--- src/rtl/sipo_word_receiver_pkg.sv ---
// Shared constants and helpers for the serial word receiver.
package sipo_word_receiver_pkg;

  // State encodings, kept as plain constants so they match the legacy encodings.
  localparam logic [0:0] ST_IDLE  = 1'b0;
  localparam logic [0:0] ST_SHIFT = 1'b1;

  // Default word width.
  localparam int unsigned CID_WORD_W = 4;

  // Shift one serial bit into a word of width w (1..16).
  // With msb_first the bit enters at bit 0 and the word moves left.
  // Otherwise the bit enters at bit w-1 and the word moves right.
  // Bits at and above position w are always returned as zero.
  function automatic logic [15:0] shift_in(input logic [15:0] cur,
                                           input logic        b,
                                           input int unsigned w,
                                           input logic        msb_first);
    logic [15:0] mask;
    logic [15:0] cur_m;
    logic [15:0] r;
    mask  = 16'hFFFF >> (16 - w);
    cur_m = cur & mask;
    if (msb_first) begin
      r = (cur_m << 1) | {15'b0, b};
    end else begin
      r = (cur_m >> 1) | ({15'b0, b} << (w - 1));
    end
    return r & mask;
  endfunction

endpackage

--- src/rtl/sipo_word_receiver_bit_counter.sv ---
// Counts the serial bits sampled in the current frame.
module bit_counter #(
  parameter int unsigned W = 3
) (
  input  logic         clk,
  input  logic         rst,
  input  logic         clr,
  input  logic         inc,
  output logic [W-1:0] count
);

  // Clear has priority over increment.
  always_ff @(posedge clk) begin
    if (rst || clr) begin
      count <= '0;
    end else if (inc) begin
      count <= count + W'(1);
    end
  end

endmodule

--- src/rtl/sipo_word_receiver.sv ---
// Serial-in/parallel-out word receiver: assembles WIDTH serial bits into a
// registered word and strobes valid for one cycle when a frame completes.
module sipo_word_receiver
  import sipo_word_receiver_pkg::*;
#(
  parameter int unsigned WIDTH     = CID_WORD_W,
  parameter bit          MSB_FIRST = 1'b1
) (
  input  logic             clk,
  input  logic             rst,
  input  logic             ser_in,
  input  logic             start,
  output logic [WIDTH-1:0] out,
  output logic             valid,
  output logic             busy
);

  localparam int unsigned CNT_W = $clog2(WIDTH + 1);

  logic [0:0]       state_q, state_d;
  logic [WIDTH-1:0] shreg_q, shreg_d;
  logic [WIDTH-1:0] out_q, out_d;
  logic             valid_q, valid_d;
  logic [WIDTH-1:0] shifted;
  logic [CNT_W-1:0] cnt;
  logic             cnt_clr, cnt_inc;

  bit_counter #(.W(CNT_W)) u_bit_counter (
    .clk   (clk),
    .rst   (rst),
    .clr   (cnt_clr),
    .inc   (cnt_inc),
    .count (cnt)
  );

  // Frame sequencing; a new frame starts from an empty word so stale bits never leak in.
  always_comb begin
    state_d = state_q;
    shreg_d = shreg_q;
    out_d   = out_q;
    valid_d = 1'b0;
    cnt_clr = 1'b0;
    cnt_inc = 1'b0;
    shifted = WIDTH'(shift_in((state_q == ST_IDLE) ? 16'h0000 : 16'(shreg_q),
                              ser_in, WIDTH, MSB_FIRST));
    case (state_q)
      ST_IDLE: begin
        if (start) begin
          shreg_d = shifted;
          if (WIDTH == 1) begin
            out_d   = shifted;
            valid_d = 1'b1;
            cnt_clr = 1'b1;
          end else begin
            cnt_inc = 1'b1;
            state_d = ST_SHIFT;
          end
        end
      end
      ST_SHIFT: begin
        shreg_d = shifted;
        cnt_inc = 1'b1;
        if (cnt == CNT_W'(WIDTH - 1)) begin
          out_d   = shifted;
          valid_d = 1'b1;
          cnt_clr = 1'b1;
          state_d = ST_IDLE;
        end
      end
      default: state_d = ST_IDLE;
    endcase
  end

  // State, shift register and output registers with synchronous reset.
  always_ff @(posedge clk) begin
    if (rst) begin
      state_q <= ST_IDLE;
      shreg_q <= '0;
      out_q   <= '0;
      valid_q <= 1'b0;
    end else begin
      state_q <= state_d;
      shreg_q <= shreg_d;
      out_q   <= out_d;
      valid_q <= valid_d;
    end
  end

  assign out   = out_q;
  assign valid = valid_q;
  assign busy  = (state_q == ST_SHIFT);

endmodule

--- config.mk ---
export PLATFORM = sky130hd
export DESIGN_NAME = sipo_word_receiver
export DESIGN_NICKNAME = d
export VERILOG_FILES = /design/src/rtl/sipo_word_receiver_pkg.sv /design/src/rtl/sipo_word_receiver_bit_counter.sv /design/src/rtl/sipo_word_receiver.sv
export SDC_FILE = /design/constraint.sdc
export NUM_CORES = 1
export LEC_CHECK = 0
export CAP_MARGIN = 5
export CORE_AREA = 5 5 42 44
export CTS_CLUSTER_SIZE = 16
export DETAILED_ROUTE_END_ITERATION = 10
export DIE_AREA = 0 0 47 49
export PLACE_DENSITY = 0.67
export SLEW_MARGIN = 20
export SYNTH_ARGS = -nofsm -noshare
export SYNTH_HDL_FRONTEND = slang
export SYNTH_SLANG_ARGS = --single-unit
--- constraint.sdc ---
create_clock -name clk -period 3.1 [get_ports clk]
set_clock_uncertainty 0.05 [all_clocks]
set_input_delay 0.775 -clock clk [delete_from_list [all_inputs] [get_ports clk]]
set_output_delay 0.775 -clock clk [all_outputs]
set_load 0.05 [all_outputs]
==> impl_metrics.ini, run 1 <==
[route]
ant_nets = 0
drt_iter0_drc = 4
drtPass1Iterations = 4
routedWlPerCell_um = 11.5
num_vias = 393
vias_per_cell = 5.04
drt-total-wl_um = 900
drc_errors = 0

[placed_design]
dp_hpwl_um = 600
dpl-instance-area_um2 = 609
io_buffers = 9
gp_congestion = 0.677

[finish]
layout.nets = 70
layout.cells.most_common_list = 12 x dfxtp_1, 9 x clkdlybuf4s50_1, 7 x a21oi_1
fin_area_um2 = 632
fin_util_pct = 45.1
diodes = 0
layout-drive-gt1-share_pct = 12.9
layout_commonest_cell = dfxtp_1
areaGrowthSynthToFinish_pct = 20.5

[synthesis]
syn_area_um2 = 524
mappedNetlistNets = 60
ys_seq_area_share_pct = 45.8
ys_warn_count = 0
yosys.cell_types.count = 20
syn_avg_cell_area_um2 = 9.71
ys_ff_latch = 12
syn_inst = 54

[global_route]
gr-usage-all-layers_pct = 9.26
antenna_found_initial = 0
grt_pass1_vias = 342
grt_pass1_wl_mm = 1.57
grt_max_degree = 22
grt-ovfl-total = 0

[sta]
slew_violations = 0
fmax_mhz = 370
min_period_over_period_pct = 87.2
finalSetupTns_ns = 0
grt_setup_unrepaired = false
hold_violations = 0
relSlewSlack_pct = 60.4
setup_viol = 0
min_period_ns = 2.70
worst_pin_slew_ns = 0.593

[power_and_ir_drop]
pwr_density_cell_nw_per_um2 = 460
p_leak_uw = 0.000226
vdd_ir_drop_max_v = 0.000305

[flow_run]
cap_violations = 0

[floorplanning]
ios = 10
rows = 14
fp.dieArea_um2 = 2300
coreArea_um2 = 1400
die_w_um = 47
initial_core_util_pct = 37.4
die_height_um = 49

[clock_network]
cts_sinks = 12
h-tree-depth = 1
cts_max_path_buffers = 2
clkTransAtPathRegs_ns = 0.07
ctsResizeCount = 0
cts_setup_buffers = 0
insertion_delay_ns = 0.26
clock-root-buffer = clkbuf_4
holdBufCountCts = 0
cts_tree = yes
cts-buffers-inserted = 3

[critical_path]
worst_setup_path_start_kind = register
endpoint_kind = output port
worstPathArrival_ns = 1.88
required_ns = 2.27
crit_family = buffers and inverters
path_cells = clkdlybuf4s50_1
cpPeakStageDelay_ns = 0.92
cpMaxStageDelayCell = clkdlybuf4s50_1
crit_fanout = 21
path_buf_inv = 1
r2r_setup_slack_ns = 1.59
worstSetupPathType = register to output port

[run_status]
outcome = completed

[min_path]
worstHoldPathType = register to register
## cell families (layout without fill, tap and decap cells)
group / after synthesis / in the layout / synth area share, %
and+or+nand+nor: 19 / 19 / 23.2
buffers and inverters: 6 / 14 / 6.21
DFF: 12 / 12 / 45.8
AOI/OAI and AO/OA: 15 / 15 / 20.0
adders and majority gates: 2 / 2 / 4.77
## state kept, by name, summed over array words and instances (netlist names)
signal               cells
u_bit_counter.count      3
busy                     1
shreg_q                  3
valid                    1
out                      4
## where the power goes
part	internal, µW	switching, µW
Clock	44.8	44.1
Combinational	15.0	17.6
Sequential	161	8.07
Total	221	69.8
## stage by stage
step	setup WS, ns	total power, µW	std cells	hold slack, ns
global placement	0.707	204	75	0.406
global route	0.306	309	78	0.442
floorplan	1.63	195	54	0.388
CTS	0.418	296	78	0.416
finish	0.398	291	78	0.411
detailed placement	0.705	205	75	0.408
## metal layers
metal | wire length [µm] | part of all wire, % | global-route usage (%) | vias up
met4 | 10 | 1.1 | 5.53 | 0
met5 | 0 | 0 | 0 | -
met1 | 462 | 51 | 13.6 | 174
met2 | 385 | 43 | 10.6 | 3
met3 | 41 | 4.6 | 4.06 | 2
li1 | - | - | - | 214
## layout make-up
| type | instances | area [µm²] |
|---|---|---|
| Inverter | 2 | 7.51 |
| Sequential cell | 12 | 240 |
| Fill cell | 144 | 769 |
| Timing Repair Buffer | 9 | 90.1 |
| Clock buffer | 3 | 22.5 |
| Multi-Input combinational cell | 36 | 251 |
| Tap cell | 16 | 20.0 |
## synthesized netlist by cell type, drive strengths merged
master / instances / area (µm²)
nor2: 2 / 7.51
or4b: 3 / 30.0
nor3: 1 / 5.00
or3b: 3 / 26.3
a21bo: 4 / 40.0
o41ai: 2 / 17.5
ha: 2 / 25.0
or2: 1 / 6.26
inv: 2 / 7.51
nand3: 4 / 20.0
o31ai: 1 / 7.51
nand2: 2 / 7.51
nor2b: 1 / 6.26
a21oi: 7 / 35.0
clkbuf: 1 / 3.75
and2: 2 / 12.5
o21ai: 1 / 5.00
dfxtp: 12 / 240
buf: 3 / 21.3
## worst paths after layout
path                                  startpoint                                  end  depth (start not counted)
max                              busy$_SDFF_PP0_                                 busy                          1
min                      shreg_q[2]$_SDFFE_PP0P_                  out[3]$_SDFFE_PP0P_                          2
max reg2reg  u_bit_counter.count[0]$_SDFFE_PP0P_  u_bit_counter.count[2]$_SDFFE_PP0P_                          4
min reg2reg              shreg_q[2]$_SDFFE_PP0P_                  out[3]$_SDFFE_PP0P_                          2
No activity file was read; power rests on OpenSTA's default activity.
==> run 2: changes to the inputs <==
CORE_AREA = 2 2 39 41   (was 5 5 42 44)
DIE_AREA = 0 0 41 43   (was 0 0 47 49)
clock period = 2.6 ns   (was 3.1 ns; I/O delays follow)
==> impl_metrics.ini, run 2 (synthesis results as in run 1) <==
[run_status]
outcome = completed

[global_route]
grt_pass1_vias = 348
gr-usage-all-layers_pct = 11.8
grt_pass1_wl_mm = 1.37
grt-ovfl-total = 0
grt_max_degree = 21
antenna_found_initial = 0

[finish]
areaGrowthSynthToFinish_pct = 22.0
multi_input_area_um2 = 251
diodes = 0
layout.cells.most_common_list = 12 x dfxtp_1, 9 x clkdlybuf4s50_1, 7 x a21oi_1
largest_register_ffs = 4
final-seq-area_um2 = 240
nFillCells = 143
layout_commonest_cell = dfxtp_1
layout.nets = 71
layout-drive-gt1-share_pct = 14.3

[sta]
setup_viol = 0
slew_violations = 0
hold_violations = 0
relSlewSlack_pct = 67.2
worst_pin_slew_ns = 0.490
finalSetupTns_ns = 0
grt_setup_unrepaired = false
fmax_mhz = 478
min_period_over_period_pct = 80.5
min_period_ns = 2.09

[clock_network]
clkTransAtPathRegs_ns = 0.07
h-tree-depth = 1
cts_setup_buffers = 0
holdBufCountCts = 0
cts-buffers-inserted = 3
insertion_delay_ns = 0.27
cts_tree = yes
cts_sinks = 12
ctsResizeCount = 0
cts_max_path_buffers = 2
clock-root-buffer = clkbuf_4

[floorplanning]
die_w_um = 41
fp.dieArea_um2 = 1760
coreArea_um2 = 1380
ios = 10
die_height_um = 43
initial_core_util_pct = 37.9
rows = 14

[route]
drt-total-wl_um = 858
drc_errors = 0
drt_iter0_drc = 6
drtPass1Iterations = 4
vias_per_cell = 5.25
routedWlPerCell_um = 10.9
ant_nets = 0
num_vias = 415

[critical_path]
endpoint_kind = output port
crit_fanout = 2
worstSetupPathType = register to output port
worstPathArrival_ns = 1.39
cpPeakStageDelay_ns = 0.80
required_ns = 1.90
crit_family = buffers and inverters
path_cells = clkdlybuf4s50_1
path_buf_inv = 1
worst_setup_path_start_kind = register
cpMaxStageDelayCell = clkdlybuf4s50_1

[placed_design]
dp_hpwl_um = 570
gp_congestion = 0.675
io_buffers = 9

[min_path]
worstHoldPathType = register to register

[power_and_ir_drop]
vdd_ir_drop_max_v = 0.000174
pwr_density_cell_nw_per_um2 = 551
p_leak_uw = 0.000231
power.total_uw = 352

[flow_run]
cap_violations = 0
[run 2: cell count changes in the layout (fill, tap and decap cells not counted), sizes merged]
cell | before | now
buf | 0 | 1
[run 2: final cells by class]
class                           count  area share, %
Clock buffer                        3           3.52
Timing Repair Buffer               10           15.3
Tap cell                           16           3.13
Inverter                            2           1.17
Multi-Input combinational cell     36           39.3
Sequential cell                    12           37.6
[run 2: worst paths after layout]
kind	to	slack, ns	start	depth (start not counted)
setup / recovery	out[1]	0.51	out[1]$_SDFFE_PP0P_	1
hold / removal	out[3]$_SDFFE_PP0P_	0.42	shreg_q[2]$_SDFFE_PP0P_	2
setup reg to reg	u_bit_counter.count[2]$_SDFFE_PP0P_	1.08	u_bit_counter.count[0]$_SDFFE_PP0P_	4
hold reg to reg	out[3]$_SDFFE_PP0P_	0.42	shreg_q[2]$_SDFFE_PP0P_	2
[run 2: worst register-to-register path: stages (launching register included)]
cell     delay, ns
dfxtp_1       0.32
ha_1          0.19
ha_1          0.30
or4b_1        0.50
o41ai_1       0.07
[run 2: metal layers]
layer	part of all wire, %	global-route usage (%)	vias up
met1	50	14.8	182
met3	2.1	3.14	5
met2	43	15.0	10
li1	-	-	218
met5	0	0	-
met4	4.4	12.0	0
[run 2: metrics by stage]
stage	instance area [µm²]	instances	hold slack, ns	setup WS [ns]	utilization [%]
after floorplan	524	54	0.388	1.14	-
after global placement	617	76	0.407	0.506	44.6
after detailed placement	617	76	0.403	0.486	44.6
after CTS	639	79	0.413	0.491	46.2
after global routing	639	79	0.438	0.437	46.2
final	639	79	0.417	0.507	46.2
[run 2: where the power goes]
| group | switching (µW) | internal, µW | total, µW | leakage, µW |
|---|---|---|---|---|
| Clock | 57.2 | 53.6 | 111 | 0.0000138 |
| Sequential | 4.15 | 192 | 196 | 0.0000979 |
| Combinational | 26.0 | 19.4 | 45.3 | 0.000119 |
==> run 3: changes to the inputs <==
clock period = 2.1 ns   (was 2.6 ns; I/O delays follow)
==> impl_metrics.ini, run 3 (synthesis results as in run 1) <==
[global_route]
antenna_found_initial = 0
gr-usage-all-layers_pct = 12.8
grt_pass1_vias = 355
grt_pass1_wl_mm = 1.47
grt_max_degree = 22
grt-ovfl-total = 0

[finish]
layout.nets = 71
layout-drive-gt1-share_pct = 17.2
layout_commonest_cell = dfxtp_1
diodes = 0
layout.cells.most_common_list = 12 x dfxtp_1, 8 x clkdlybuf4s50_1, 7 x a21oi_1
stdcell_count = 80
largest_register_ffs = 4
areaGrowthSynthToFinish_pct = 26.5

[floorplanning]
coreArea_um2 = 1380
die_w_um = 41
rows = 14
ios = 10
fp.dieArea_um2 = 1760
initial_core_util_pct = 37.9
die_height_um = 43

[critical_path]
endpoint = out[1]
crit_fanout = 2
r2r_setup_slack_ns = 0.58
endpoint_kind = output port
crit_family = buffers and inverters
worstPathArrival_ns = 1.41
required_ns = 1.52
timing.rr.start = u_bit_counter.count[0]$_SDFFE_PP0P_
r2r_cells = 4
cpMaxStageDelayCell = clkdlybuf4s50_1
worst_setup_path_start_kind = register
startpoint = out[1]$_SDFFE_PP0P_
rr_endpoint = u_bit_counter.count[2]$_SDFFE_PP0P_
path_cells = clkdlybuf4s50_1
path_buf_inv = 1
cpPeakStageDelay_ns = 0.80
worstSetupPathType = register to output port
crit_cells = 1

[run_status]
outcome = completed

[clock_network]
cts_max_path_buffers = 2
cts-buffers-inserted = 3
cts_tree = yes
h-tree-depth = 1
cts_setup_buffers = 0
insertion_delay_ns = 0.28
clock-root-buffer = clkbuf_4
ctsResizeCount = 0
holdBufCountCts = 0
cts_sinks = 12
clkTransAtPathRegs_ns = 0.08

[placed_design]
dpl.cell_count = 76
io_buffers = 9
gp_congestion = 0.690
dp_hpwl_um = 650

[power_and_ir_drop]
p_leak_uw = 0.000243
internal-power_uw = 370
pwr_density_cell_nw_per_um2 = 738
p_seq_share_pct = 51.1
p_sw_share_pct = 24.5
vdd_ir_drop_max_v = 0.000331
comb_power_share_pct = 10.6
switchingPower_uw = 120
clkPwrFrac_pct = 38.3

[min_path]
worstHoldPathType = register to register
min_from = shreg_q[0]$_SDFFE_PP0P_

[sta]
hold_violations = 0
slew_violations = 0
min_period_ns = 1.98
min_period_over_period_pct = 94.5
grt_setup_unrepaired = false
fmax_mhz = 504
relSlewSlack_pct = 57.5
worst_pin_slew_ns = 0.636
finalSetupTns_ns = 0
setup_viol = 0

[route]
ant_nets = 0
vias_per_cell = 5.04
drtPass1Iterations = 3
drt-total-wl_um = 931
drt_iter0_drc = 10
drc_errors = 0
routedWlPerCell_um = 11.6
num_vias = 403

[flow_run]
cap_violations = 0
-- run 3: cell count changes in the layout (fill, tap and decap cells not counted), sizes merged --
cell	previous run	this run
clkbuf	3	4
buf	1	2
clkdlybuf4s50	9	8
-- run 3: area by class of cell --
type	instances	area [µm²]
flip-flops and latches	12	240
fillers	137	721
inverters	2	7.51
clock buffers	4	36.3
repair buffers	10	108
multi-input cells	36	251
well taps	16	20.0
-- run 3: metal layers --
| metal | GRT usage [%] | wire length [µm] | up-vias |
|---|---|---|---|
| met1 | 15.0 | 463 | 176 |
| met4 | 12.0 | 40 | 0 |
| met2 | 16.9 | 393 | 8 |
| li1 | - | - | 214 |
| met3 | 4.71 | 34 | 5 |
| met5 | 0 | 0 | - |
-- run 3: power groups by stage --
stage	Combinational, µW	Clock, µW	Sequential (µW)
after detailed placement	52.6	0	256
after CTS	52.9	189	250
after global routing	57.6	202	253
final	52.1	188	250
after floorplan	33.7	0	254
after global placement	51.9	0	256
-- run 3: how the worst min path moves through the flow --
stage | to | slack, ns | cells past startpoint
2_1_floorplan | out[3]$_SDFFE_PP0P_ | 0.39 | 2
4_1_cts | shreg_q[1]$_SDFFE_PP0P_ | 0.43 | 2
3_5_place_dp | shreg_q[1]$_SDFFE_PP0P_ | 0.41 | 2
3_3_place_gp | shreg_q[1]$_SDFFE_PP0P_ | 0.40 | 2
6_report | shreg_q[1]$_SDFFE_PP0P_ | 0.42 | 2
5_1_grt | shreg_q[2]$_SDFFE_PP0P_ | 0.45 | 2
-- run 3: metrics by stage --
step | setup WS (ns) | util, % | hold WS (ns) | total power, µW | area [µm²]
floorplan | 0.642 | - | 0.388 | 288 | 524
global placement | 0.258 | 45.3 | 0.404 | 307 | 627
detailed placement | 0.251 | 45.3 | 0.411 | 308 | 627
CTS | 0.112 | 47.9 | 0.426 | 492 | 663
global route | 0.0666 | 47.9 | 0.446 | 512 | 663
finish | 0.115 | 47.9 | 0.425 | 490 | 663
==> patch 1, RTL diff (config.mk and constraints of run 3) <==
Remove the register `valid_q`: a continuous assignment takes its place, so the output `valid` follows one clock earlier.
--- a/src/rtl/sipo_word_receiver.sv
+++ b/src/rtl/sipo_word_receiver.sv
@@ -78,12 +78,12 @@
       shreg_q <= '0;
       out_q   <= '0;
-      valid_q <= 1'b0;
     end else begin
       state_q <= state_d;
       shreg_q <= shreg_d;
       out_q   <= out_d;
-      valid_q <= valid_d;
     end
   end
+
+  assign valid_q = valid_d;
 
   assign out   = out_q;
Check against the original RTL: not equivalent (a bounded check fails within 4 cycles, from zero or initial values and one cycle with rst high).
==> patch 1 against run 3 <==
- total power is 11% lower
- via count is 2.0% higher
- largest cell class unchanged
- area after synthesis is 5.0% lower
- final area is 1.7% lower
- critical path depth stayed put
- final cell count stayed put
- worst setup slack better by 0.0037 ns
- wire length is 0.86% higher
- sequential cell count is 1 lower
==> patch 1: results (changes against run 3) <==
[detailed_routing]
num_vias = 411  ; was 403
wl_per_cell_microns = 11.7  ; was 11.6 microns
drtIter0Drc = 1  ; was 10
first_pass_iters = 4  ; was 3

[global_routing]
grt_usage = 0.139  ; was 0.128
grt_pass1_vias = 362  ; was 355
grt_pass1_wl_microns = 1550  ; was 1470 microns
grt_max_degree = 21  ; was 22

[finish]
layout-drive-gt1-share = 0.203  ; was 0.172
antenna_cells = 0  ; unchanged
fill_cells = 129  ; was 137
final_nets = 71  ; unchanged
fin_cells = 80  ; unchanged

[cts]
cts.repair.resized = 0  ; unchanged
ctsLongestPathBuffers = 2  ; unchanged
numCtsBuffers = 3  ; unchanged
clkLatencyLatePin_ns = 0.28  ; about the same

[placement]
place_area_sq_um = 626  ; was 627 sq um
place_ws_ns = 0.243  ; was 0.251 ns
portBuffers = 9  ; unchanged
gp_congestion = 0.735  ; was 0.690
dp_hpwl_microns = 642  ; was 650 microns

[hold_path]
hp-class = flip-flop to flip-flop  ; unchanged
min_path_cells = 2  ; unchanged

[pwr]
p_leak_uw = 0.000242  ; was 0.000243 uW
ir_drop_mv = 0.358  ; was 0.331 mV
p_sw_frac = 0.262  ; was 0.245

[yosys]
synth_top_cells_by_area = dfxtp_1 (44%), a21bo_2 (8.0%), a21oi_1 (7.0%), or4b_1 (6.0%), or3b_1 (5.3%)  ; was dfxtp_1 (46%), a21bo_2 (7.6%), a21oi_1 (6.7%), or4b_1 (5.7%), or3b_1 (5.0%)
yosysWarningCount = 0  ; unchanged
seq_area_frac_synth = 0.442  ; was 0.458
avgSynthCellArea_sq_um = 9.58  ; was 9.71 sq um
synth.net_count = 58  ; was 60
synth.distinct_cells = 19  ; was 20
synthTopCellsByCount = dfxtp_1 (11), a21oi_1 (7), a21bo_2 (4), nand3_1 (4)  ; was dfxtp_1 (12), a21oi_1 (7), a21bo_2 (4), nand3_1 (4)

[sta]
holdWs_ns = 0.424  ; was 0.425 ns
worst_pin_slew_ns = 0.497  ; was 0.636 ns
setup_viol = 0  ; unchanged
fin_ws_ns = 0.119  ; was 0.115 ns

[setup_path]
critPathMaxFanout = 2  ; unchanged
rr_worst_depth = 5  ; was 4
r2r_slack_ns = 0.56  ; was 0.58 ns
crit_family = buffers and inverters  ; unchanged
critical_path.max_stage_delay_ns = 0.80  ; about the same
slowest_stage = clkdlybuf4s50_1  ; unchanged

[outcome]
status = completed  ; unchanged

## patch 1: kinds of logic (layout without fill, tap and decap cells)
logic type / count (synthesis) / in the layout / share of synthesized area
buf+inv: 6 / 18 / 0.0653
simple gates: 18 / 18 / 0.231
fa+ha+maj: 2 / 2 / 0.0502
flops: 11 / 11 / 0.442
compound gates: 15 / 15 / 0.211
## patch 1: power groups by stage
stage                     clock network, uW  registers [uW]  logic (uW)
final                                   148             224        63.8
after detailed placement                  0             229        64.3
after CTS                               155             224        64.4
after floorplan                           0             234        34.7
after global routing                    163             225        71.7
after global placement                    0             229        63.7
## patch 1: metal layers
| layer | vias to the layer above | global-route usage | routed length, microns |
|---|---|---|---|
| met5 | - | 0 | 0 |
| li1 | 214 | - | - |
| met2 | 9 | 0.191 | 417 |
| met3 | 5 | 0.0785 | 53 |
| met4 | 0 | 0.100 | 27 |
| met1 | 183 | 0.154 | 441 |
## patch 1: area by class of cell
type                    instances  area (sq um)  share of cell area
multi-input cells              35           245               0.376
clock buffers                   4          26.3              0.0403
repair buffers                 12           133               0.203
flip-flops and latches         11           220               0.338
inverters                       2          7.51              0.0115
well taps                      16          20.0              0.0307
## patch 1: worst register-to-register path, stage by stage, from the launching register on
cell and delay [ns]:
dfxtp_1 0.32, ha_1 0.19, ha_1 0.19, buf_4 0.17, or4b_1 0.46, o41ai_1 0.07
## patch 1: path summary, 6_finish.rpt
check                                             end                           startpoint
hold reg to reg                   out[3]$_SDFFE_PP0P_              shreg_q[2]$_SDFFE_PP0P_
setup / recovery                               out[0]                  out[0]$_SDFFE_PP0P_
setup reg to reg  u_bit_counter.count[2]$_SDFFE_PP0P_  u_bit_counter.count[0]$_SDFFE_PP0P_
hold / removal                    out[3]$_SDFFE_PP0P_              shreg_q[2]$_SDFFE_PP0P_
==> patch 2, RTL diff (settings of run 3) <==
Without the edit above. The parameter `MSB_FIRST` goes from 1'b1 to 1'b0.
--- a/src/rtl/sipo_word_receiver.sv
+++ b/src/rtl/sipo_word_receiver.sv
@@ -5,5 +5,5 @@
 #(
   parameter int unsigned WIDTH     = CID_WORD_W,
-  parameter bit          MSB_FIRST = 1'b1
+  parameter bit          MSB_FIRST = 1'b0
 ) (
   input  logic             clk,
Formal check against the unedited RTL: not equivalent (Yosys sat finds a counterexample within 10 cycles, from zero or initial values and one cycle with rst high).
==> patch 2 against run 3 <==
- count of clock-buffer cells in the layout is the same
- total power fell by 0.26%
- final area up 0.19%
- critical endpoint is now out[3]
- die area is the same
- worst setup slack better by 0.013 ns
- area after synthesis increased by 1.4%
- critical path depth is the same
- sequential cell count is the same
- combinational power about the same
- register-to-register slack got worse by 0.06 ns
- wire length is 0.43% higher
- global-route usage increased by 0.11 points
- utilization up 0.090 points
==> patch 2: results (changes against run 3) <==
[outcome]
status = completed  ; unchanged

[finish]
final_nets = 71  ; unchanged
largest_reg_flops = 4  ; unchanged
antenna_cells = 0  ; unchanged
layout-drive-gt1-share = 0.188  ; was 0.172

[cts]
post_cts_buffers = 0  ; unchanged
numCtsBuffers = 3  ; unchanged
clk_transition_reported_paths_ns = 0.07
cts.repair.resized = 0  ; unchanged
clkLatencyLatePin_ns = 0.27
ctsLongestPathBuffers = 2  ; unchanged
ctsHtreeMaxLevel = 1  ; unchanged
cts-root-buf = clkbuf_4  ; unchanged

[hold_path]
hp-class = flip-flop to flip-flop  ; unchanged

[yosys]
synth.net_count = 60  ; unchanged
synth.distinct_cells = 21  ; was 20
synthTopCellsByCount = dfxtp_1 (12), a21oi_1 (7), a21bo_2 (4), nand3_1 (4)  ; unchanged
ys.flop_type = dfxtp_1  ; unchanged
synth_top_cells_by_area = dfxtp_1 (45%), a21bo_2 (7.5%), a21oi_1 (6.6%), or4b_1 (5.6%), or3b_1 (4.9%)  ; was dfxtp_1 (46%), a21bo_2 (7.6%), a21oi_1 (6.7%), or4b_1 (5.7%), or3b_1 (5.0%)
seq_area_frac_synth = 0.452  ; was 0.458
async_flop_share = 0  ; unchanged
yosysWarningCount = 0  ; unchanged

[global_routing]
met3_usage = 0.0157  ; was 0.0471
use_met1 = 0.187  ; was 0.150
grt_pass1_wl_microns = 1510  ; was 1470 microns
grt_max_degree = 22  ; unchanged
grt_pass1_vias = 347  ; was 355
grt_antenna_before_repair = 0  ; unchanged
grt_usage = 0.129  ; was 0.128
met2_usage = 0.156  ; was 0.169

[floorplanning]
core_area_sq_mm = 0.00138  ; unchanged

[placement]
place_area_sq_um = 628  ; was 627 sq um
gp_congestion = 0.681  ; was 0.690
place_ws_ns = 0.271  ; was 0.251 ns
dp_hpwl_microns = 627  ; was 650 microns
portBuffers = 9  ; unchanged

[setup_path]
crit_family = buffers and inverters  ; unchanged
slowest_stage = clkdlybuf4s50_1  ; unchanged
crit_arrival_ns = 1.40
critPathMaxFanout = 2  ; unchanged
r2r_slack_ns = 0.52  ; was 0.58 ns
critical_path.max_stage_delay_ns = 0.80  ; about the same

[detailed_routing]
first_pass_iters = 4  ; was 3
wl_per_cell_microns = 11.7  ; was 11.6 microns
drtIter0Drc = 27  ; was 10
num_vias = 414  ; was 403

[sta]
worst_pin_slew_ns = 0.659  ; was 0.636 ns
period_share = 0.939  ; was 0.945
holdWs_ns = 0.416  ; was 0.425 ns

[pwr]
p_leak_uw = 0.000244  ; was 0.000243 uW
ir_drop_mv = 0.304  ; was 0.331 mV

[patch 2: changes by cell type in the layout (fill, tap and decap cells not counted)]
cell,run 3,this run
and2_2,0,1
and2_1,2,1
[patch 2: power breakdown]
group / total, uW / internal [uW] / switching (uW)
combinational: 52.3 / 26.4 / 25.9
sequential: 251 / 238 / 12.8
clock: 185 / 105 / 80.1
[patch 2: final timing paths]
path,start,end,cells after the start
worst min-delay path,shreg_q[1]$_SDFFE_PP0P_,out[0]$_SDFFE_PP0P_,2
worst max register to register,u_bit_counter.count[0]$_SDFFE_PP0P_,u_bit_counter.count[2]$_SDFFE_PP0P_,4
worst min register to register,shreg_q[1]$_SDFFE_PP0P_,out[0]$_SDFFE_PP0P_,2
worst max-delay path,out[3]$_SDFFE_PP0P_,out[3],1
[patch 2: metal layers]
metal / vias up / share of wire
met2: 11 / 0.49
met1: 186 / 0.46
met4: 0 / 0
li1: 217 / -
met3: 0 / 0.045
met5: - / 0
[patch 2: per-stage QoR]
stage | utilization | cells
final | 0.480 | 80
after global routing | 0.480 | 80
after detailed placement | 0.454 | 76
after global placement | 0.454 | 76
after CTS | 0.480 | 80
after floorplan | - | 54
[patch 2: layout make-up]
class                   instances  area [sq um]
clock buffers                   4          36.3
fillers                       138           719
multi-input cells              36           253
inverters                       2          7.51
repair buffers                 10           108
flip-flops and latches         12           240
well taps                      16          20.0
[patch 2: cell families after synthesis]
family,after synthesis,share of synthesized area
and+or+nand+nor,19,0.231
AOI/OAI and AO/OA,15,0.198
DFF,12,0.452
buffers and inverters,6,0.0729
adders and majority gates,2,0.0471
